<file path="src/rtl/uart_pkg.sv">
// Shared UART definitions: parity codes, transmitter FSM states and the
// baud_select-to-divisor table derived from the system clock frequency.
package uart_pkg;

    localparam logic [1:0] PAR_NONE = 2'b00;
    localparam logic [1:0] PAR_EVEN = 2'b01;
    localparam logic [1:0] PAR_ODD  = 2'b10;
    localparam logic [1:0] PAR_MARK = 2'b11;

    localparam int BAUD_CNT_W = 18;

    typedef enum logic [2:0] {
        IDLE,
        START,
        DATA,
        PARITY,
        STOP
    } tx_state_t;

    // Each branch folds to a constant, so only an 8-entry mux is built.
    function automatic logic [BAUD_CNT_W-1:0] baud_divisor(input logic [2:0] sel,
                                                           input int clk_hz);
        logic [BAUD_CNT_W-1:0] div;
        case (sel)
            3'd0:    div = BAUD_CNT_W'((clk_hz + 150) / 300);
            3'd1:    div = BAUD_CNT_W'((clk_hz + 600) / 1200);
            3'd2:    div = BAUD_CNT_W'((clk_hz + 2400) / 4800);
            3'd3:    div = BAUD_CNT_W'((clk_hz + 4800) / 9600);
            3'd4:    div = BAUD_CNT_W'((clk_hz + 9600) / 19200);
            3'd5:    div = BAUD_CNT_W'((clk_hz + 19200) / 38400);
            3'd6:    div = BAUD_CNT_W'((clk_hz + 28800) / 57600);
            default: div = BAUD_CNT_W'((clk_hz + 57600) / 115200);
        endcase
        return div;
    endfunction

endpackage

</file>
<file path="src/rtl/uart_sync_fifo.sv">
// Synchronous FIFO with count-based, registered full/empty flags and a
// one-cycle overflow pulse for writes that arrive while full.
module uart_sync_fifo #(
    parameter int DATA_W     = 8,
    parameter int FIFO_DEPTH = 4
) (
    input  logic              clk,
    input  logic              reset,
    input  logic              wr_en,
    input  logic [DATA_W-1:0] wr_data,
    input  logic              rd_en,
    output logic [DATA_W-1:0] rd_data,
    output logic              full,
    output logic              empty,
    output logic              ovf
);

    localparam int PTR_W = $clog2(FIFO_DEPTH);
    localparam logic [PTR_W:0]   CNT_ONE   = 1;
    localparam logic [PTR_W-1:0] PTR_ONE   = 1;
    localparam logic [PTR_W:0]   DEPTH_CNT = (PTR_W + 1)'(FIFO_DEPTH);

    logic [DATA_W-1:0] mem [FIFO_DEPTH];
    logic [PTR_W-1:0]  wr_ptr;
    logic [PTR_W-1:0]  rd_ptr;
    logic [PTR_W:0]    count;
    logic [PTR_W:0]    count_next;
    logic              push;
    logic              pop;

    // Fullness is judged on the registered flag, so a same-cycle pop never rescues a write.
    always_comb begin
        push       = wr_en && !full;
        pop        = rd_en && !empty;
        count_next = count;
        if (push && !pop) begin
            count_next = count + CNT_ONE;
        end else if (pop && !push) begin
            count_next = count - CNT_ONE;
        end
    end

    always_ff @(posedge clk or negedge reset) begin
        if (!reset) begin
            wr_ptr <= '0;
            rd_ptr <= '0;
            count  <= '0;
            full   <= 1'b0;
            empty  <= 1'b1;
            ovf    <= 1'b0;
        end else begin
            count <= count_next;
            full  <= (count_next == DEPTH_CNT);
            empty <= (count_next == '0);
            ovf   <= wr_en && full;
            if (push) begin
                wr_ptr <= wr_ptr + PTR_ONE;
            end
            if (pop) begin
                rd_ptr <= rd_ptr + PTR_ONE;
            end
        end
    end

    always_ff @(posedge clk) begin
        if (push) begin
            mem[wr_ptr] <= wr_data;
        end
    end

    assign rd_data = mem[rd_ptr];

endmodule

</file>
<file path="src/rtl/uart_tx_fifo.sv">
// UART transmitter fed by a small FIFO; frames go out back-to-back with
// per-frame latched parity, stop-bit count and baud rate.
module uart_tx_fifo
    import uart_pkg::*;
#(
    parameter int DATA_W     = 8,
    parameter int FIFO_DEPTH = 4,
    parameter int CLK_HZ     = 50_000_000
) (
    input  logic              clk,
    input  logic              reset,
    input  logic [DATA_W-1:0] Tx_DATA,
    input  logic              Tx_WR,
    input  logic              Tx_EN,
    input  logic [2:0]        baud_select,
    input  logic [1:0]        parity_mode,
    input  logic              stop2,
    output logic              TxD,
    output logic              Tx_BUSY,
    output logic              Tx_FULL,
    output logic              Tx_EMPTY,
    output logic              Tx_OVF
);

    localparam logic [3:0]            LAST_BIT = 4'(DATA_W - 1);
    localparam logic [BAUD_CNT_W-1:0] BAUD_ONE = 1;

    logic                  wr_q;
    logic [DATA_W-1:0]     data_q;
    logic [DATA_W-1:0]     head;
    tx_state_t             state;
    logic [BAUD_CNT_W-1:0] baud_cnt;
    logic [BAUD_CNT_W-1:0] div_q;
    logic [3:0]            bit_cnt;
    logic [DATA_W-1:0]     shreg;
    logic [1:0]            par_q;
    logic                  stop2_q;
    logic                  par_bit;
    logic                  next_par;
    logic                  bit_done;
    logic                  last_stop;
    logic                  launch;

    // Host writes are registered once before reaching the FIFO.
    always_ff @(posedge clk or negedge reset) begin
        if (!reset) begin
            wr_q   <= 1'b0;
            data_q <= '0;
        end else begin
            wr_q   <= Tx_WR;
            data_q <= Tx_DATA;
        end
    end

    uart_sync_fifo #(
        .DATA_W     (DATA_W),
        .FIFO_DEPTH (FIFO_DEPTH)
    ) u_fifo (
        .clk     (clk),
        .reset   (reset),
        .wr_en   (wr_q),
        .wr_data (data_q),
        .rd_en   (launch),
        .rd_data (head),
        .full    (Tx_FULL),
        .empty   (Tx_EMPTY),
        .ovf     (Tx_OVF)
    );

    always_comb begin
        bit_done  = (baud_cnt == div_q - BAUD_ONE);
        last_stop = (bit_cnt == {3'b000, stop2_q});
        launch    = 1'b0;
        if (Tx_EN && !Tx_EMPTY) begin
            if (state == IDLE) begin
                launch = 1'b1;
            end else if (state == STOP && bit_done && last_stop) begin
                launch = 1'b1;
            end
        end
        case (parity_mode)
            PAR_EVEN: next_par = ^head;
            PAR_ODD:  next_par = ~^head;
            default:  next_par = 1'b1;
        endcase
    end

    // Launching a frame overrides whatever the case statement chose, which is
    // how the last stop bit hands over to the next start bit with no idle gap.
    always_ff @(posedge clk or negedge reset) begin
        if (!reset) begin
            state    <= IDLE;
            TxD      <= 1'b1;
            Tx_BUSY  <= 1'b0;
            baud_cnt <= '0;
            div_q    <= '0;
            bit_cnt  <= '0;
            shreg    <= '0;
            par_q    <= PAR_NONE;
            stop2_q  <= 1'b0;
            par_bit  <= 1'b0;
        end else begin
            if (state != IDLE) begin
                baud_cnt <= bit_done ? '0 : baud_cnt + BAUD_ONE;
            end
            case (state)
                IDLE: begin
                    TxD     <= 1'b1;
                    Tx_BUSY <= 1'b0;
                end
                START: begin
                    if (bit_done) begin
                        state   <= DATA;
                        TxD     <= shreg[0];
                        bit_cnt <= '0;
                    end
                end
                DATA: begin
                    if (bit_done) begin
                        if (bit_cnt == LAST_BIT) begin
                            bit_cnt <= '0;
                            if (par_q != PAR_NONE) begin
                                state <= PARITY;
                                TxD   <= par_bit;
                            end else begin
                                state <= STOP;
                                TxD   <= 1'b1;
                            end
                        end else begin
                            bit_cnt <= bit_cnt + 4'd1;
                            shreg   <= shreg >> 1;
                            TxD     <= shreg[1];
                        end
                    end
                end
                PARITY: begin
                    if (bit_done) begin
                        state   <= STOP;
                        TxD     <= 1'b1;
                        bit_cnt <= '0;
                    end
                end
                STOP: begin
                    if (bit_done) begin
                        if (!last_stop) begin
                            bit_cnt <= bit_cnt + 4'd1;
                        end else begin
                            state   <= IDLE;
                            Tx_BUSY <= 1'b0;
                            TxD     <= 1'b1;
                        end
                    end
                end
                default: begin
                    state   <= IDLE;
                    Tx_BUSY <= 1'b0;
                    TxD     <= 1'b1;
                end
            endcase
            if (launch) begin
                state    <= START;
                Tx_BUSY  <= 1'b1;
                TxD      <= 1'b0;
                baud_cnt <= '0;
                bit_cnt  <= '0;
                shreg    <= head;
                par_q    <= parity_mode;
                stop2_q  <= stop2;
                par_bit  <= next_par;
                div_q    <= baud_divisor(baud_select, CLK_HZ);
            end
        end
    end

endmodule

</file>
<file path="config.mk">
export PLATFORM = sky130hd
export DESIGN_NAME = uart_tx_fifo
export DESIGN_NICKNAME = d
export VERILOG_FILES = /design/src/rtl/uart_pkg.sv /design/src/rtl/uart_sync_fifo.sv /design/src/rtl/uart_tx_fifo.sv
export SDC_FILE = /design/constraint.sdc
export NUM_CORES = 1
export LEC_CHECK = 0
export CAP_MARGIN = 20
export CORE_ASPECT_RATIO = 1.1
export CORE_MARGIN = 3
export CORE_UTILIZATION = 55
export CTS_BUF_LIST = sky130_fd_sc_hd__clkbuf_16
export DETAILED_ROUTE_END_ITERATION = 8
export GPL_ROUTABILITY_DRIVEN = 0
export GPL_TIMING_DRIVEN = 0
export HOLD_SLACK_MARGIN = 0.1
export PLACE_DENSITY_LB_ADDON = 0.25
export SETUP_SLACK_MARGIN = 0.4
export SYNTH_ARGS = -nofsm -noshare
export SYNTH_HDL_FRONTEND = slang
export SYNTH_SLANG_ARGS = --single-unit
</file>
<file path="constraint.sdc">
create_clock -name clk -period 4.1 [get_ports clk]
set_clock_uncertainty 0.2 [all_clocks]
set_input_delay 0.82 -clock clk [delete_from_list [all_inputs] [get_ports clk]]
set_output_delay 0.82 -clock clk [all_outputs]
set_load 0.02 [all_outputs]
</file>
== After elaboration in Yosys (flattened, before gate mapping) ==
Memory sizes are Yosys's and may differ from the RTL's.
Cells that the tools add are included.

* Order comparisons: 0
* Bitwise logic cells: 0
* Reductions and logical operators: 30
* Add/sub/neg operators: 7
* Equality and inequality tests: 27
* Multipliers: 0
* Div/mod/pow operators: 0
* Muxes and demuxes: 45
* Shifts and indexed selects: 0

{| class="wikitable"
|+ Operator list
! cell !! number
|-
| 18-bit case mux with 7 select lines || 1
|-
| 18-bit two-way mux || 3
|-
| 8-bit two-way mux || 4
|-
| 3-bit two-way mux || 10
|-
| 4-bit two-way mux || 6
|-
| 3-bit by 2-bit inequality test with 1-bit output, second input constant || 7
|-
| 18-bit by 1-bit adder with 18-bit output, second input constant || 1
|-
| 18-bit equality test || 1
|-
| 18-bit by 1-bit subtractor with 18-bit output, second input constant || 1
|-
| 1-bit two-way mux || 16
|-
| 3-bit equality test, second input constant || 5
|-
| 3-bit case mux with 5 select lines || 1
|-
| 3-bit by 2-bit equality test with 1-bit output, second input constant || 4
|-
| 4-bit case mux with 3 select lines || 1
|-
| 5-bit AND reduction || 2
|-
| 3-bit logical NOT || 3
|-
| 1-bit logical AND || 8
|-
| 2-bit nonzero test || 4
|-
| 8-bit XNOR reduction || 1
|-
| 8-bit XOR reduction || 1
|-
| 7-bit AND reduction || 1
|-
| 3-bit by 1-bit equality test with 1-bit output, second input constant || 2
|-
| 2-bit by 1-bit inequality test with 1-bit output, second input constant || 3
|-
| 3-bit AND reduction || 2
|-
| 16 further kinds || 21
|}

* Bits in latches: 0
* Register bits: 76
* RAM bits: 32
* Memories kept: 1
* ROM bits: 0

{| class="wikitable"
|+ Memories
! memory !! depth !! width !! rd ports !! clocked after memory_dff !! write ports !! RTL line !! source
|-
| u_fifo.mem || 4 || 8 || 1 || 0 || 1 || uart_sync_fifo.sv:23 || <nowiki>logic [DATA_W-1:0] mem [FIFO_DEPTH];</nowiki>
|}

== Longest topological paths before layout ==
* Depth after elaboration: 12
* Depth in mapped cells: 15
* Mapped depth without buffers: 11

== By module ==
A second synthesis with hierarchy kept.

* Cell total of the unflattened synthesis: 507
* Area total of the unflattened synthesis: 5492.8 um^2

{| class="wikitable"
|+ By module, submodules not included
! module !! sequential area each (um^2) !! cells an instance !! area each (um^2) !! instances
|-
| uart_tx_fifo || 1602.8 || 405 || 3711.1 || 1
|-
| uart_sync_fifo || 1212.4 || 102 || 1781.7 || 1
|}

== Least setup slack after synthesis ==
No wires, ideal clock.

* Kind: reg2reg
* Start point: reg div_q[6]
* End point: reg div_q[12]
* Required time: 3.775 ns
* Path buffers: 2
* Setup time: 0.125 ns
* Period minus slack after synthesis: 3.440 ns
* Arrival: 3.115 ns
* Slack: 0.660 ns
* Cell stages (with the launch flop): 11
* Path through: dfrtp_1 -> buf_6 -> or4_4 -> or3_1 -> a2111o_1 -> a221oi_4 -> and4_1 -> nand3_1 -> a21oi_2 -> buf_4 -> mux2_2

* Longest elaborated chain between the ends: 7

{| class="wikitable"
|+ Ends and longest elaborated chain
! item !! RTL line !! source
|-
| from (decl) || uart_tx_fifo.sv:33 || <nowiki>logic [BAUD_CNT_W-1:0] div_q;</nowiki>
|-
| from (signal assigned) || uart_tx_fifo.sv:170 || <nowiki>div_q <= baud_divisor(baud_select, CLK_HZ);</nowiki>
|-
| 18-bit by 1-bit subtractor with 18-bit output || uart_tx_fifo.sv:71 || <nowiki>bit_done = (baud_cnt == div_q - BAUD_ONE);</nowiki>
|-
| 18-bit equality test || uart_tx_fifo.sv:71 ||
|-
| 1-bit logical AND (2 in a row) || uart_tx_fifo.sv:77 || <nowiki>end else if (state == STOP && bit_done && last_stop) begin</nowiki>
|-
| 1-bit two-way mux || uart_tx_fifo.sv:77 ||
|-
| 1-bit two-way mux || uart_tx_fifo.sv:75 || <nowiki>if (state == IDLE) begin</nowiki>
|-
| 1-bit two-way mux || uart_tx_fifo.sv:74 || <nowiki>if (Tx_EN && !Tx_EMPTY) begin</nowiki>
|}

No other way between the ends.
A chain may end at the register's enable or synchronous reset.

== Final worst setup path ==
* Start point: reg div_q[7]
* End point: reg u_fifo.count[2]

* Longest elaborated chain between the ends: 11

{| class="wikitable"
|+ Ends and longest elaborated chain
! item !! RTL line !! source
|-
| 18-bit by 1-bit subtractor with 18-bit output (*) || uart_tx_fifo.sv:71 ||
|-
| 18-bit equality test (*) || uart_tx_fifo.sv:71 ||
|-
| 1-bit logical AND (*) (2 in a row) || uart_tx_fifo.sv:77 ||
|-
| 1-bit two-way mux (*) || uart_tx_fifo.sv:77 ||
|-
| 1-bit two-way mux (*) || uart_tx_fifo.sv:75 ||
|-
| 1-bit two-way mux (*) || uart_tx_fifo.sv:74 ||
|-
| 1-bit logical AND (*) || uart_sync_fifo.sv:34 || <nowiki>pop = rd_en && !empty;</nowiki>
|-
| 1-bit logical AND / 1-bit logical NOT (equally long branches) || uart_sync_fifo.sv:38, uart_sync_fifo.sv:36 ||
|-
| 3-bit two-way mux / 1-bit logical AND (equally long branches) || uart_sync_fifo.sv:38, uart_sync_fifo.sv:36 ||
|-
| 3-bit two-way mux (*) || uart_sync_fifo.sv:36 || <nowiki>if (push && !pop) begin</nowiki>
|-
| named net u_fifo.count_next[2] || uart_sync_fifo.sv:27 || <nowiki>logic [PTR_W:0] count_next;</nowiki>
|-
| to (signal assigned) || uart_sync_fifo.sv:52 || <nowiki>count <= count_next;</nowiki>
|-
| to (decl) || uart_sync_fifo.sv:26 || <nowiki>logic [PTR_W:0] count;</nowiki>
|}

The timed path passes the listed nets; every way through them passes the cells marked *.

==> impl_metrics.csv <==
group,metric,value,unit
run_status,status,"finished, final reports clean",
timing,hold_viol,0,
critical_path,crit_slowest_cell,"or4_4",
critical_path,worstPathMaxFanout,10,
yosys,synth_top_family_by_area,"simple AND/OR/NAND/NOR gates",
yosys,yosys.area_share.simple,18.33,%
clocking,cts.path.max_buffers,2,
timing,period_needed,3.669,ns
clocking,h-tree-depth,3,
layout,final_area,6635,um^2
yosys,synth.avg_cell_area,10.63,um^2
layout,nets,605,
yosys,synth_nets,556,
grt,grt_pass1_vias,4288,
critical_path,slowest_delay,0.55,ns
detailed_routing,wl,12450,um
power,pwr_density_cell,686.8,nW/um^2
detailed_routing,wire_per_inst,17.75,um
floorplanning,rows,38,
floorplanning,ios,23,
timing,worst_slew_pin_slew,0.9083,ns
critical_path,start_kind,"flop",
detailed_routing,vias,4221,
clocking,cts-root-buf,"clkbuf_16",
worst_hold_path,hold_path_class,"in -> async",
yosys,synth_xor_xnor_area_share,7.034,%
yosys,yosysWarnings,0,
placement,dp.cells,668,
placement,io_buffers,20,
floorplanning,chipWidth,102.2,um
grt,grt_remaining_overflow,0,
yosys,synthMuxAreaShare,6.253,%
floorplanning,dieArea,11440,um^2
yosys,synth_area,5603,um^2
run,max_cap_viol_count,0,
critical_path,r2r_slack,0.43,ns
floorplanning,core_area,9889,um^2
power,p_leak,0.002650,uW
layout,nFillCells,741,
timing,fmax,272.5,MHz
critical_path,endpoint_kind,"flop",
clocking,clk_pin_slew_worst_paths,0.08,ns
detailed_routing,vias_per_cell,6.021,
power,combPwrFrac,44.8,%
layout,drive_above_1_share,17.04,%
placement,pre_cts_ws,0.1068,ns
yosys,ys_seq_area_share,50.25,%
grt,grt_pass1_wl,20200,um
power,ir_drop,0.0003997,V
timing,setup_viol,0,
detailed_routing,drt-initial-drc-count,375,
detailed_routing,drc,0,
yosys,ys_ff_latch,106,
timing,post-route-period-util,89.49,%
grt,grt_max_degree,62,
layout,diodes,0,
placement,hpwl,8385,um
timing,slew_headroom,38.89,%
floorplanning,initial_utilization,56.65,%
yosys,postSynthCellCount,527,
timing,drv_slew,0,
detailed_routing,ant_nets,0,
power,seq_power_share,35.7,%
timing,setup_ws,0.4308,ns
power,clkPwrFrac,19.5,%
timing,hold_ws,0.1100,ns
clocking,cts_made_buffers,9,
yosys,async_flop_share,69.81,%
critical_path,crit_arrival,3.74,ns
power,p_int,2739,uW
yosys,synthDistinctLibCells,69,
timing,rsz0062_at_grt,"true",
power,p_sw,1818,uW
clocking,clk_latency,0.36,ns
yosys,synth_compound_area_share,11.81,%
critical_path,path_cells,"buf_6 -> or4_4 -> or3_1 -> a2111o_1 -> a221oi_4 -> and4_4 -> nand3_4 -> a21oi_4 -> buf_8 -> mux2i_1 -> xor2_1",
grt,grt_usage,22.24,%
grt,antenna_found_initial,0,
clocking,holdBufCountCts,0,
layout,syn2layout_area_growth,18.42,%
yosys,synthAdderAreaFrac,2.635,%
clocking,clock-sinks,106,
detailed_routing,dr.pass1.iters,5,
critical_path,required,4.18,ns
yosys,yosys_most_used_dff,"dfrtp_1",
yosys,synth-edff-count,32,
critical_path,crit_type,"reg -> reg",
power,swShare,39.90,%
placement,placed_area,5978,um^2
floorplanning,dieHeight,111.9,um
layout,layout.cells.non_filler,701,
clocking,cts_tree,"yes",
-- logic make-up (layout without fill, tap and decap cells) --
logic type,Yosys count,count (layout)
XOR/XNOR,45,45
flip-flops,106,106
multiplexers,24,24
AO/OA/AOI/OAI,99,99
adder cells (fa/ha/maj),12,12
AND/OR/NAND/NOR,196,197
buffers and inverters,45,98
-- metal layers --
layer / vias up / share of wire [%] / track usage [%]
met4: 0 / 1.8 / 8.574
met1: 2128 / 43 / 28.80
li1: 1992 / - / -
met5: - / 0 / 0
met2: 78 / 53 / 37.06
met3: 23 / 2.7 / 3.822
-- area by class of cell --
type	instances	area, um^2	share of cell area, %
plain buffers	26	176.4	2.659
clock buffers	9	225.2	3.394
clock inverters	7	93.84	1.414
inverters	19	71.32	1.075
multi-input cells	377	2735	41.22
flip-flops and latches	106	2815	42.43
well taps	120	150.1	2.263
repair buffers	37	367.9	5.544
-- Yosys cell counts (3+ instances only) --
master / n / area [um^2]
nor2b_1: 5 / 31.28
a21oi_1: 20 / 100.1
dfrtp_1: 72 / 1802
xor2_1: 15 / 131.4
o22ai_1: 3 / 18.77
or3_1: 9 / 56.30
or2_2: 4 / 25.02
ha_1: 11 / 137.6
nor3_1: 17 / 85.08
o31ai_1: 9 / 67.56
inv_1: 18 / 67.56
nor2_2: 3 / 18.77
a211oi_1: 4 / 30.03
mux2_2: 4 / 45.04
a21o_1: 3 / 22.52
o21ai_1: 8 / 40.04
xnor2_1: 30 / 262.8
and2_1: 7 / 43.79
and3_1: 11 / 68.82
mux2i_1: 11 / 110.1
o32ai_1: 3 / 26.28
buf_2: 3 / 15.01
nand3_1: 17 / 85.08
or4_1: 7 / 52.55
buf_6: 3 / 33.78
a31oi_1: 6 / 37.54
edfxtp_1: 32 / 960.9
buf_1: 3 / 11.26
buf_4: 3 / 22.52
nand2_1: 52 / 195.2
o21ai_0: 22 / 110.1
nor4_1: 5 / 31.28
nand2b_1: 5 / 31.28
clkbuf_1: 14 / 52.55
mux4_2: 8 / 180.2
nor2_1: 41 / 153.9
-- worst max-delay path: cells and delay by family, from the launching register on --
family	cells	cell delay [ns]
mux	1	0.23
buf+inv	2	0.29
compound gates	3	1.00
flops	1	0.38
xor+xnor	1	0.17
simple gates	4	1.32
-- placed cells by master (no fill, tap or decap), drive strengths merged, types with 15 or more instances in the layout --
cell | synthesis | layout
o21ai | 32 | 32
nor2 | 44 | 45
nor3 | 18 | 18
xnor2 | 30 | 30
xor2 | 15 | 15
edfxtp | 32 | 32
clkdlybuf4s50 | 0 | 19
clkbuf | 14 | 24
nand2 | 52 | 52
a21oi | 21 | 21
dfrtp | 72 | 72
buf | 12 | 29
inv | 19 | 21
nand3 | 17 | 17
-- path summary, 6_finish.rpt --
check	to	from	cells past startpoint
setup / recovery	u_fifo.count[2]	div_q[7]	11
max in group asynchronous	u_fifo.empty	reset	2
setup reg to reg	u_fifo.count[2]	div_q[7]	11
min in group clk	u_fifo.mem[3][3]	data_q[3]	0
hold reg to reg	u_fifo.mem[3][3]	data_q[3]	0
hold / removal	baud_cnt[13]	reset	1
-- metrics by stage --
stage	util (%)	TNS (ns)	total power (uW)
final	67.09	0	4557
after global routing	67.09	0	4842
after CTS	64.51	0	4369
after detailed placement	60.45	0	3430
after global placement	60.20	-45.32	3347
after floorplan	-	0	2984
-- power by group through the flow --
| stage | logic, uW | registers [uW] | clock network (uW) |
|---|---|---|---|
| 2_1_floorplan | 1400 | 1580 | 0 |
| 3_3_place_gp | 1730 | 1610 | 0 |
| 3_5_place_dp | 1800 | 1630 | 0 |
| 4_1_cts | 1850 | 1620 | 896 |
| 5_1_grt | 2240 | 1660 | 943 |
| 6_report | 2040 | 1630 | 887 |
-- state kept, by name (all words and copies together), names as in the netlist, 2 cells and up --
signal	flops
state	3
shreg	8
u_fifo.count	3
data_q	8
baud_cnt	18
u_fifo.mem	32
bit_cnt	4
div_q	16
par_q	2
u_fifo.wr_ptr	2
u_fifo.rd_ptr	2
-- repair_timing --
item                                    4_1_cts  5_1_grt
setup buffers                                 5        7
cloned                                        0        4
gates resized for setup                       9       46
pin swaps                                     6       17
endpoints found under the setup margin       58       60
No activity file was read; power rests on OpenSTA's default activity.
